**src/rtl/matmul_drv_pkg.sv**
```systemverilog
// Shared types and default constants for the matmul host driver.
package matmul_drv_pkg;

    localparam int unsigned DEF_DWIDTH        = 8;
    localparam int unsigned DEF_AWIDTH        = 7;
    localparam int unsigned DEF_MAT_MUL_SIZE  = 4;
    localparam int unsigned WORD_W            = DEF_MAT_MUL_SIZE * DEF_DWIDTH;
    localparam int unsigned DEF_NUM_A_WORDS   = 8;
    localparam int unsigned DEF_NUM_B_WORDS   = 8;
    localparam int unsigned DEF_NUM_C_WORDS   = 8;
    localparam int unsigned DEF_RD_LAT        = 4;
    localparam int unsigned DEF_WR_ALIGN      = 2;
    localparam int unsigned WD_W              = 16;

    typedef enum logic [2:0] {
        S_IDLE,
        S_LOAD_A,
        S_LOAD_B,
        S_WR_FLUSH,
        S_COMPUTE,
        S_READ,
        S_RD_FLUSH,
        S_FIN
    } drv_state_e;

    // One write beat travelling down the write-alignment line.
    typedef struct packed {
        logic              we_a;
        logic              we_b;
        logic [WORD_W-1:0] data;
    } wr_beat_t;

endpackage

```
**src/rtl/matmul_drv_delay.sv**
```systemverilog
// Fixed-depth shift register with async reset; used for write alignment and read tags.
module matmul_drv_delay #(
    parameter int unsigned WIDTH = 1,
    parameter int unsigned DEPTH = 1
) (
    input  logic             clk,
    input  logic             reset,
    input  logic [WIDTH-1:0] d,
    output logic [WIDTH-1:0] q
);

    if (DEPTH < 1) begin : g_depth_err
        $error("matmul_drv_delay: DEPTH must be at least 1");
    end

    logic [WIDTH-1:0] stage [DEPTH];

    always_ff @(posedge clk or posedge reset) begin
        if (reset) begin
            for (int i = 0; i < DEPTH; i++) stage[i] <= '0;
        end else begin
            stage[0] <= d;
            for (int i = 1; i < DEPTH; i++) stage[i] <= stage[i-1];
        end
    end

    assign q = stage[DEPTH-1];

endmodule

```
**src/rtl/matmul_host_driver.sv**
```systemverilog
// Host-side sequencer for the systolic matmul: loads A/B, runs compute, streams C back.
// Optional watchdog on the compute phase is enabled by defining MATMUL_DRV_TIMEOUT_EN.
module matmul_host_driver
    import matmul_drv_pkg::*;
#(
    parameter int unsigned DWIDTH       = DEF_DWIDTH,
    parameter int unsigned AWIDTH       = DEF_AWIDTH,
    parameter int unsigned MAT_MUL_SIZE = DEF_MAT_MUL_SIZE,
    parameter int unsigned NUM_A_WORDS  = DEF_NUM_A_WORDS,
    parameter int unsigned NUM_B_WORDS  = DEF_NUM_B_WORDS,
    parameter int unsigned NUM_C_WORDS  = DEF_NUM_C_WORDS,
    parameter int unsigned RD_LAT       = DEF_RD_LAT,
    parameter int unsigned WR_ALIGN     = DEF_WR_ALIGN
) (
    input  logic              clk,
    input  logic              reset,
    input  logic              cmd_start,
    output logic              busy,
    output logic              done,
    input  logic              in_valid,
    output logic              in_ready,
    input  logic [WORD_W-1:0] in_data,
    output logic              out_valid,
    output logic [WORD_W-1:0] out_data,
    output logic              enable_writing_to_mem,
    output logic              enable_reading_from_mem,
    output logic              we_a,
    output logic              we_b,
    output logic              we_c,
    output logic              start_mat_mul,
    output logic [AWIDTH-1:0] addr_pi,
    output logic [WORD_W-1:0] data_pi,
    input  logic              done_mat_mul,
    input  logic [WORD_W-1:0] data_from_out_mat
`ifdef MATMUL_DRV_TIMEOUT_EN
    ,
    output logic              timeout_err
`endif
);

    if ((NUM_A_WORDS > (1 << AWIDTH)) || (NUM_B_WORDS > (1 << AWIDTH)) ||
        (NUM_C_WORDS > (1 << AWIDTH)) || ((RD_LAT + 2) > (1 << AWIDTH)) ||
        ((WR_ALIGN + 1) > (1 << AWIDTH)) || (MAT_MUL_SIZE * DWIDTH != WORD_W)) begin : g_param_err
        $error("matmul_host_driver: word counts or latencies exceed the address range");
    end

    drv_state_e        state, state_next;
    logic [AWIDTH-1:0] cnt, cnt_next;
    logic [AWIDTH-1:0] addr_next;
    wr_beat_t          wr_issue, wr_issue_next, wr_out;
    logic              rd_issue, rd_issue_next, rd_tag;
    logic              accept;
    logic              wd_fire;

    assign accept = in_valid && in_ready;

    // Next-state, counter and issue-stage decode.
    always_comb begin
        state_next    = state;
        cnt_next      = cnt;
        addr_next     = addr_pi;
        wr_issue_next = '0;
        rd_issue_next = 1'b0;
        case (state)
            S_IDLE: begin
                if (cmd_start) begin
                    state_next = S_LOAD_A;
                    cnt_next   = '0;
                end
            end
            S_LOAD_A, S_LOAD_B: begin
                if (accept) begin
                    addr_next          = cnt;
                    wr_issue_next.we_a = (state == S_LOAD_A);
                    wr_issue_next.we_b = (state == S_LOAD_B);
                    wr_issue_next.data = in_data;
                    cnt_next           = cnt + AWIDTH'(1);
                    if (state == S_LOAD_A && cnt == AWIDTH'(NUM_A_WORDS - 1)) begin
                        state_next = S_LOAD_B;
                        cnt_next   = '0;
                    end else if (state == S_LOAD_B && cnt == AWIDTH'(NUM_B_WORDS - 1)) begin
                        state_next = S_WR_FLUSH;
                        cnt_next   = '0;
                    end
                end
            end
            S_WR_FLUSH: begin
                // Hold the write enable until the last delayed we_b has left the line.
                if (cnt == AWIDTH'(WR_ALIGN)) begin
                    state_next = S_COMPUTE;
                    cnt_next   = '0;
                end else begin
                    cnt_next = cnt + AWIDTH'(1);
                end
            end
            S_COMPUTE: begin
                if (done_mat_mul || wd_fire) state_next = S_READ;
            end
            S_READ: begin
                addr_next     = cnt;
                rd_issue_next = 1'b1;
                if (cnt == AWIDTH'(NUM_C_WORDS - 1)) begin
                    state_next = S_RD_FLUSH;
                    cnt_next   = '0;
                end else begin
                    cnt_next = cnt + AWIDTH'(1);
                end
            end
            S_RD_FLUSH: begin
                // Issue stage + RD_LAT read latency + output register must all drain.
                if (cnt == AWIDTH'(RD_LAT + 1)) begin
                    state_next = S_FIN;
                    cnt_next   = '0;
                end else begin
                    cnt_next = cnt + AWIDTH'(1);
                end
            end
            S_FIN: begin
                state_next = S_IDLE;
                cnt_next   = '0;
            end
            default: begin
                state_next = S_IDLE;
                cnt_next   = '0;
            end
        endcase
    end

    always_ff @(posedge clk or posedge reset) begin
        if (reset) begin
            state                   <= S_IDLE;
            cnt                     <= '0;
            addr_pi                 <= '0;
            wr_issue                <= '0;
            rd_issue                <= 1'b0;
            busy                    <= 1'b0;
            done                    <= 1'b0;
            in_ready                <= 1'b0;
            enable_writing_to_mem   <= 1'b0;
            enable_reading_from_mem <= 1'b0;
            start_mat_mul           <= 1'b0;
            we_c                    <= 1'b0;
            out_valid               <= 1'b0;
            out_data                <= '0;
        end else begin
            state                   <= state_next;
            cnt                     <= cnt_next;
            addr_pi                 <= addr_next;
            wr_issue                <= wr_issue_next;
            rd_issue                <= rd_issue_next;
            busy                    <= (state_next != S_IDLE);
            done                    <= (state_next == S_FIN);
            in_ready                <= (state_next == S_LOAD_A) || (state_next == S_LOAD_B);
            enable_writing_to_mem   <= (state_next == S_LOAD_A) || (state_next == S_LOAD_B) ||
                                       (state_next == S_WR_FLUSH);
            enable_reading_from_mem <= (state_next == S_READ) || (state_next == S_RD_FLUSH);
            start_mat_mul           <= (state_next == S_COMPUTE);
            we_c                    <= (state_next == S_COMPUTE);
            out_valid               <= rd_tag;
            out_data                <= rd_tag ? data_from_out_mat : '0;
        end
    end

    matmul_drv_delay #(.WIDTH($bits(wr_beat_t)), .DEPTH(WR_ALIGN)) u_wr_dly (
        .clk   (clk),
        .reset (reset),
        .d     (wr_issue),
        .q     (wr_out)
    );

    assign we_a    = wr_out.we_a;
    assign we_b    = wr_out.we_b;
    assign data_pi = wr_out.data;

    matmul_drv_delay #(.WIDTH(1), .DEPTH(RD_LAT)) u_rd_tag (
        .clk   (clk),
        .reset (reset),
        .d     (rd_issue),
        .q     (rd_tag)
    );

`ifdef MATMUL_DRV_TIMEOUT_EN
    logic [WD_W-1:0] wd;

    assign wd_fire = (state == S_COMPUTE) && (wd == '1) && !done_mat_mul;

    // Watchdog restarts on every COMPUTE entry; the error flag is sticky until the next run.
    always_ff @(posedge clk or posedge reset) begin
        if (reset) begin
            wd          <= '0;
            timeout_err <= 1'b0;
        end else begin
            wd <= (state == S_COMPUTE && state_next == S_COMPUTE) ? wd + WD_W'(1) : '0;
            if (state == S_IDLE && cmd_start) timeout_err <= 1'b0;
            else if (wd_fire)                 timeout_err <= 1'b1;
        end
    end
`else
    assign wd_fire = 1'b0;
`endif

endmodule

```
**config.mk**
```make
export PLATFORM = sky130hd
export DESIGN_NAME = matmul_host_driver
export DESIGN_NICKNAME = d
export VERILOG_FILES = /design/src/rtl/matmul_drv_pkg.sv /design/src/rtl/matmul_drv_delay.sv /design/src/rtl/matmul_host_driver.sv
export SDC_FILE = /design/constraint.sdc
export NUM_CORES = 1
export LEC_CHECK = 0
export CAP_MARGIN = 15
export CORE_AREA = 2 2 139 141
export CTS_CLUSTER_SIZE = 14
export DETAILED_ROUTE_END_ITERATION = 16
export DIE_AREA = 0 0 141 143
export PLACE_DENSITY_LB_ADDON = 0.08
export SETUP_SLACK_MARGIN = 0.3
export SYNTH_ARGS = -nofsm -noshare
export SYNTH_HDL_FRONTEND = slang
export SYNTH_HIERARCHICAL = 1
export SYNTH_SLANG_ARGS = --single-unit
```
**constraint.sdc**
```tcl
create_clock -name clk -period 2.8 [get_ports clk]
set_input_delay 0.42 -clock clk [delete_from_list [all_inputs] [get_ports clk]]
set_output_delay 0.42 -clock clk [all_outputs]
set_load 0.01 [all_outputs]
```
==> results.ini <==
[global_route]
grt_max_degree = 58
grt_pass1_vias = 3213
grt_first_pass_wirelength_um = 17190
grt_overflow = 0
antenna_found_initial = 0
grt.total_usage = 0.1119

[status]
outcome = complete, no violations

[synthesis]
avgSynthCellArea_um2 = 14.39
synth_top_family_by_area = simple AND/OR/NAND/NOR gates
syn_area_um2 = 5498
synthXorXnorAreaFrac = 0.001593
synth_area_leaders = dfrtp_1 (74%), and2_1 (7.5%), buf_4 (4.8%), mux2_2 (1.6%), nand2_1 (0.89%)
synth_mux_area_frac = 0.02276
async_reset_ff_frac = 1.000
synth_compound_gate_area_share = 0.03391
yosysUniqueCellTypes = 41
yosys.area.top_type = dfrtp_1
netlist_instances = 382
yosys_warnings = 6
ys_ff_latch = 163
synth_edf_count = 0
synthAdderAreaFrac = 0.006827
synth_ff_type = dfrtp_1
yosysSeqAreaShare = 0.7419
yosysTopAreaCellShare = 0.7419
synthSimpleGateAreaFrac = 0.1286
synthesis.nets = 454

[floorplanning]
start_util = 0.2959
chipHeight_um = 143
rows = 50
dieArea_um2 = 20160
ios = 150
die_w_um = 141
core_um2 = 18580

[critical_path]
r2r_setup_slack_ns = 0.59
startpoint_type = register
reg2reg_depth = 5
worstPathMaxFanout = 11
r2r_end = in_ready$_DFF_PP0_
required_ns = 3.11
arrival_ns = 2.52
critPathLaunch = cnt[3]$_DFFE_PP0P_
r2r_start = cnt[3]$_DFFE_PP0P_
path_class = register to register
crit_path_end_kind = register
crit_end = in_ready$_DFF_PP0_

[power]
switching_share = 0.2840
seq_power_share = 0.456
power_frac_comb = 0.194
p_sw_mw = 1.843
internal_power_mw = 4.648
p_leak_nw = 3.517
clkPwrFrac = 0.350
pwr_density_cell_nw_per_um2 = 851.3
worst_ir_drop_vdd_uv = 442.9

[worst_hold_path]
hold_class = input port to asynchronous set/reset pin

[sta]
tns_ns = 0
setup_viol = 0
final-max-slew-violation-count = 0
final-hold-violation-count = 0
slew-limit-headroom = 0.4515
fin_crit_ns = 2.208
worst_pin_slew_ns = 0.8228
max_freq_mhz = 452.9
fin_worst_skew_ns = 0.01125
fin_crit_sh = 0.7886
rsz0062_at_grt = no

[clock_tree]
worstSkewPairLatency_ns = 0.42
path_clk_slew_ns = 0.07
tritoncts = done
post-cts-setup-buffers = 0
cts_buffers = 17
cts_hold_buf = 0
post_cts_resize_count = 0
cts-root-buf = clkbuf_16
clkSinkCount = 163
cts_buffer_depth = 2
htreeDepth = 4

[route]
drt_iter0_drc = 157
drc = 0
vias_per_cell = 4.163
drt_pass1_iterations = 4
postRouteAntennaNets = 0
drt_wl_total_um = 10590
vias = 3143
drt-wirelength-per-cell_um = 14.03

[cells_and_area]
fillers = 1732
area_delta_synth_final_pct = 38.69
postLayoutCellArea_um2 = 7625
antennaDiodeCount = 0
finalNetCount = 580
drive_gt1_frac = 0.1036

[placement]
gp_congestion = 0.8450
hpwl_um = 7148
placed_area_um2 = 7028
port_buffers = 149

[flow_run]
maxCapViolations = 0

-- worst max-delay path, stage by stage, from the launching register on --
cell and delay, ns:
dfrtp_1 0.44, or4_4 0.63, or3_1 0.39, a21o_1 0.21, nand4_2 0.11, mux2_4 0.31
-- cells by family after synthesis --
group                      count (synthesis)
buffers and inverters                     57
DFF                                      163
AOI/OAI and AO/OA                         28
adders and majority gates                  3
xor gates and xnor gates                   1
muxes                                     11
and+or+nand+nor                          119
-- layout by cell type, fill, tap and decap left out, types with 2 or more instances in the layout --
master             n
a21o_1             3
nand3b_1           3
clkinv_8           3
nand2_1           13
mux2i_1            2
inv_6              2
clkinv_4           4
clkbuf_16         17
nand4_1            2
clkdlybuf4s50_1  149
nor2_1             4
o31ai_1            2
inv_8              5
nor4_1             4
or4_1              2
buf_4              5
a21oi_1            6
ha_1               3
dfrtp_1          163
inv_1              7
nand3_1            3
nand2b_1           4
or3_1              2
nor3_1             7
and2_1            66
nor2b_1            4
o21ai_0            7
mux2_2             8
-- synth_stat cells (2+ instances only) --
| master | n |
|---|---|
| a21o_1 | 3 |
| a21oi_1 | 6 |
| and2_1 | 66 |
| buf_4 | 35 |
| clkbuf_1 | 11 |
| dfrtp_1 | 163 |
| ha_1 | 3 |
| inv_1 | 9 |
| mux2_2 | 8 |
| mux2i_1 | 2 |
| nand2_1 | 13 |
| nand2b_1 | 4 |
| nand3_1 | 3 |
| nand3b_1 | 3 |
| nand4_1 | 2 |
| nor2_1 | 4 |
| nor2b_1 | 4 |
| nor3_1 | 8 |
| nor4_1 | 4 |
| o21ai_0 | 7 |
| o31ai_1 | 2 |
| or3_1 | 2 |
| or4_1 | 2 |
-- worst min path at each step --
stage                                             from  cells after the start  slack [ns]                          end
after global routing                             reset                      2        0.34  u_rd_tag/stage[1]$_DFF_PP0_
after detailed placement  u_wr_dly/stage[34]$_DFF_PP0_                      0        0.33      u_wr_dly/q[0]$_DFF_PP0_
after global placement    u_wr_dly/stage[62]$_DFF_PP0_                      0        0.33     u_wr_dly/q[28]$_DFF_PP0_
after CTS                                        reset                      2        0.33  u_rd_tag/stage[1]$_DFF_PP0_
after floorplan                                  reset                      1        0.19         u_rd_tag/q$_DFF_PP0_
final                                            reset                      2        0.33  u_rd_tag/stage[1]$_DFF_PP0_
-- power groups by stage --
stage | logic, mW | clock network, mW | registers, mW
6_report | 1.26 | 2.27 | 2.96
5_1_grt | 1.39 | 2.47 | 3.02
4_1_cts | 1.29 | 2.36 | 2.96
3_5_place_dp | 1.28 | 0 | 3.01
3_3_place_gp | 1.27 | 0 | 3.00
2_1_floorplan | 0.828 | 0 | 2.94
-- flip-flops by register name, summed over array words and instances, names as in the netlist --
name                     flops
addr_pi                      7
wr_issue                    34
done                         1
u_wr_dly/stage              34
state                        3
cnt                          7
in_ready                     1
enable_reading_from_mem      1
start_mat_mul                1
busy                         1
u_rd_tag/q                   1
out_data                    32
out_valid                    1
u_wr_dly/q                  34
enable_writing_to_mem        1
rd_issue                     1
u_rd_tag/stage               3
-- metal layers --
layer | wire length, µm | vias up | GRT usage
met2 | 5095 | 116 | 0.1720
li1 | - | 1457 | -
met4 | 194 | 0 | 0.04737
met1 | 4585 | 1555 | 0.1391
met5 | 0 | - | 0
met3 | 719 | 15 | 0.04728
-- per-stage QoR --
stage | power [mW] | utilization | hold WS (ns) | setup WS, ns | instances
2_1_floorplan | 3.773 | - | 0.1861 | 0.6685 | 382
3_3_place_gp | 4.266 | 0.3782 | 0.3316 | 0.6417 | 723
3_5_place_dp | 4.286 | 0.3782 | 0.3347 | 0.6047 | 723
4_1_cts | 6.612 | 0.4104 | 0.3280 | 0.5969 | 755
5_1_grt | 6.881 | 0.4104 | 0.3371 | 0.4949 | 755
6_report | 6.491 | 0.4104 | 0.3279 | 0.5919 | 755
-- final cells by class --
| cell class | instances | area (µm²) | area share |
|---|---|---|---|
| Clock inverter | 14 | 157.7 | 0.02068 |
| Inverter | 9 | 37.54 | 0.004923 |
| Multi-Input combinational cell | 162 | 1070 | 0.1403 |
| Clock buffer | 18 | 439.2 | 0.05760 |
| Timing Repair Buffer | 155 | 1549 | 0.2032 |
| Tap cell | 234 | 292.8 | 0.03840 |
| Sequential cell | 163 | 4079 | 0.5350 |
Power figures use the tool's default switching activity.
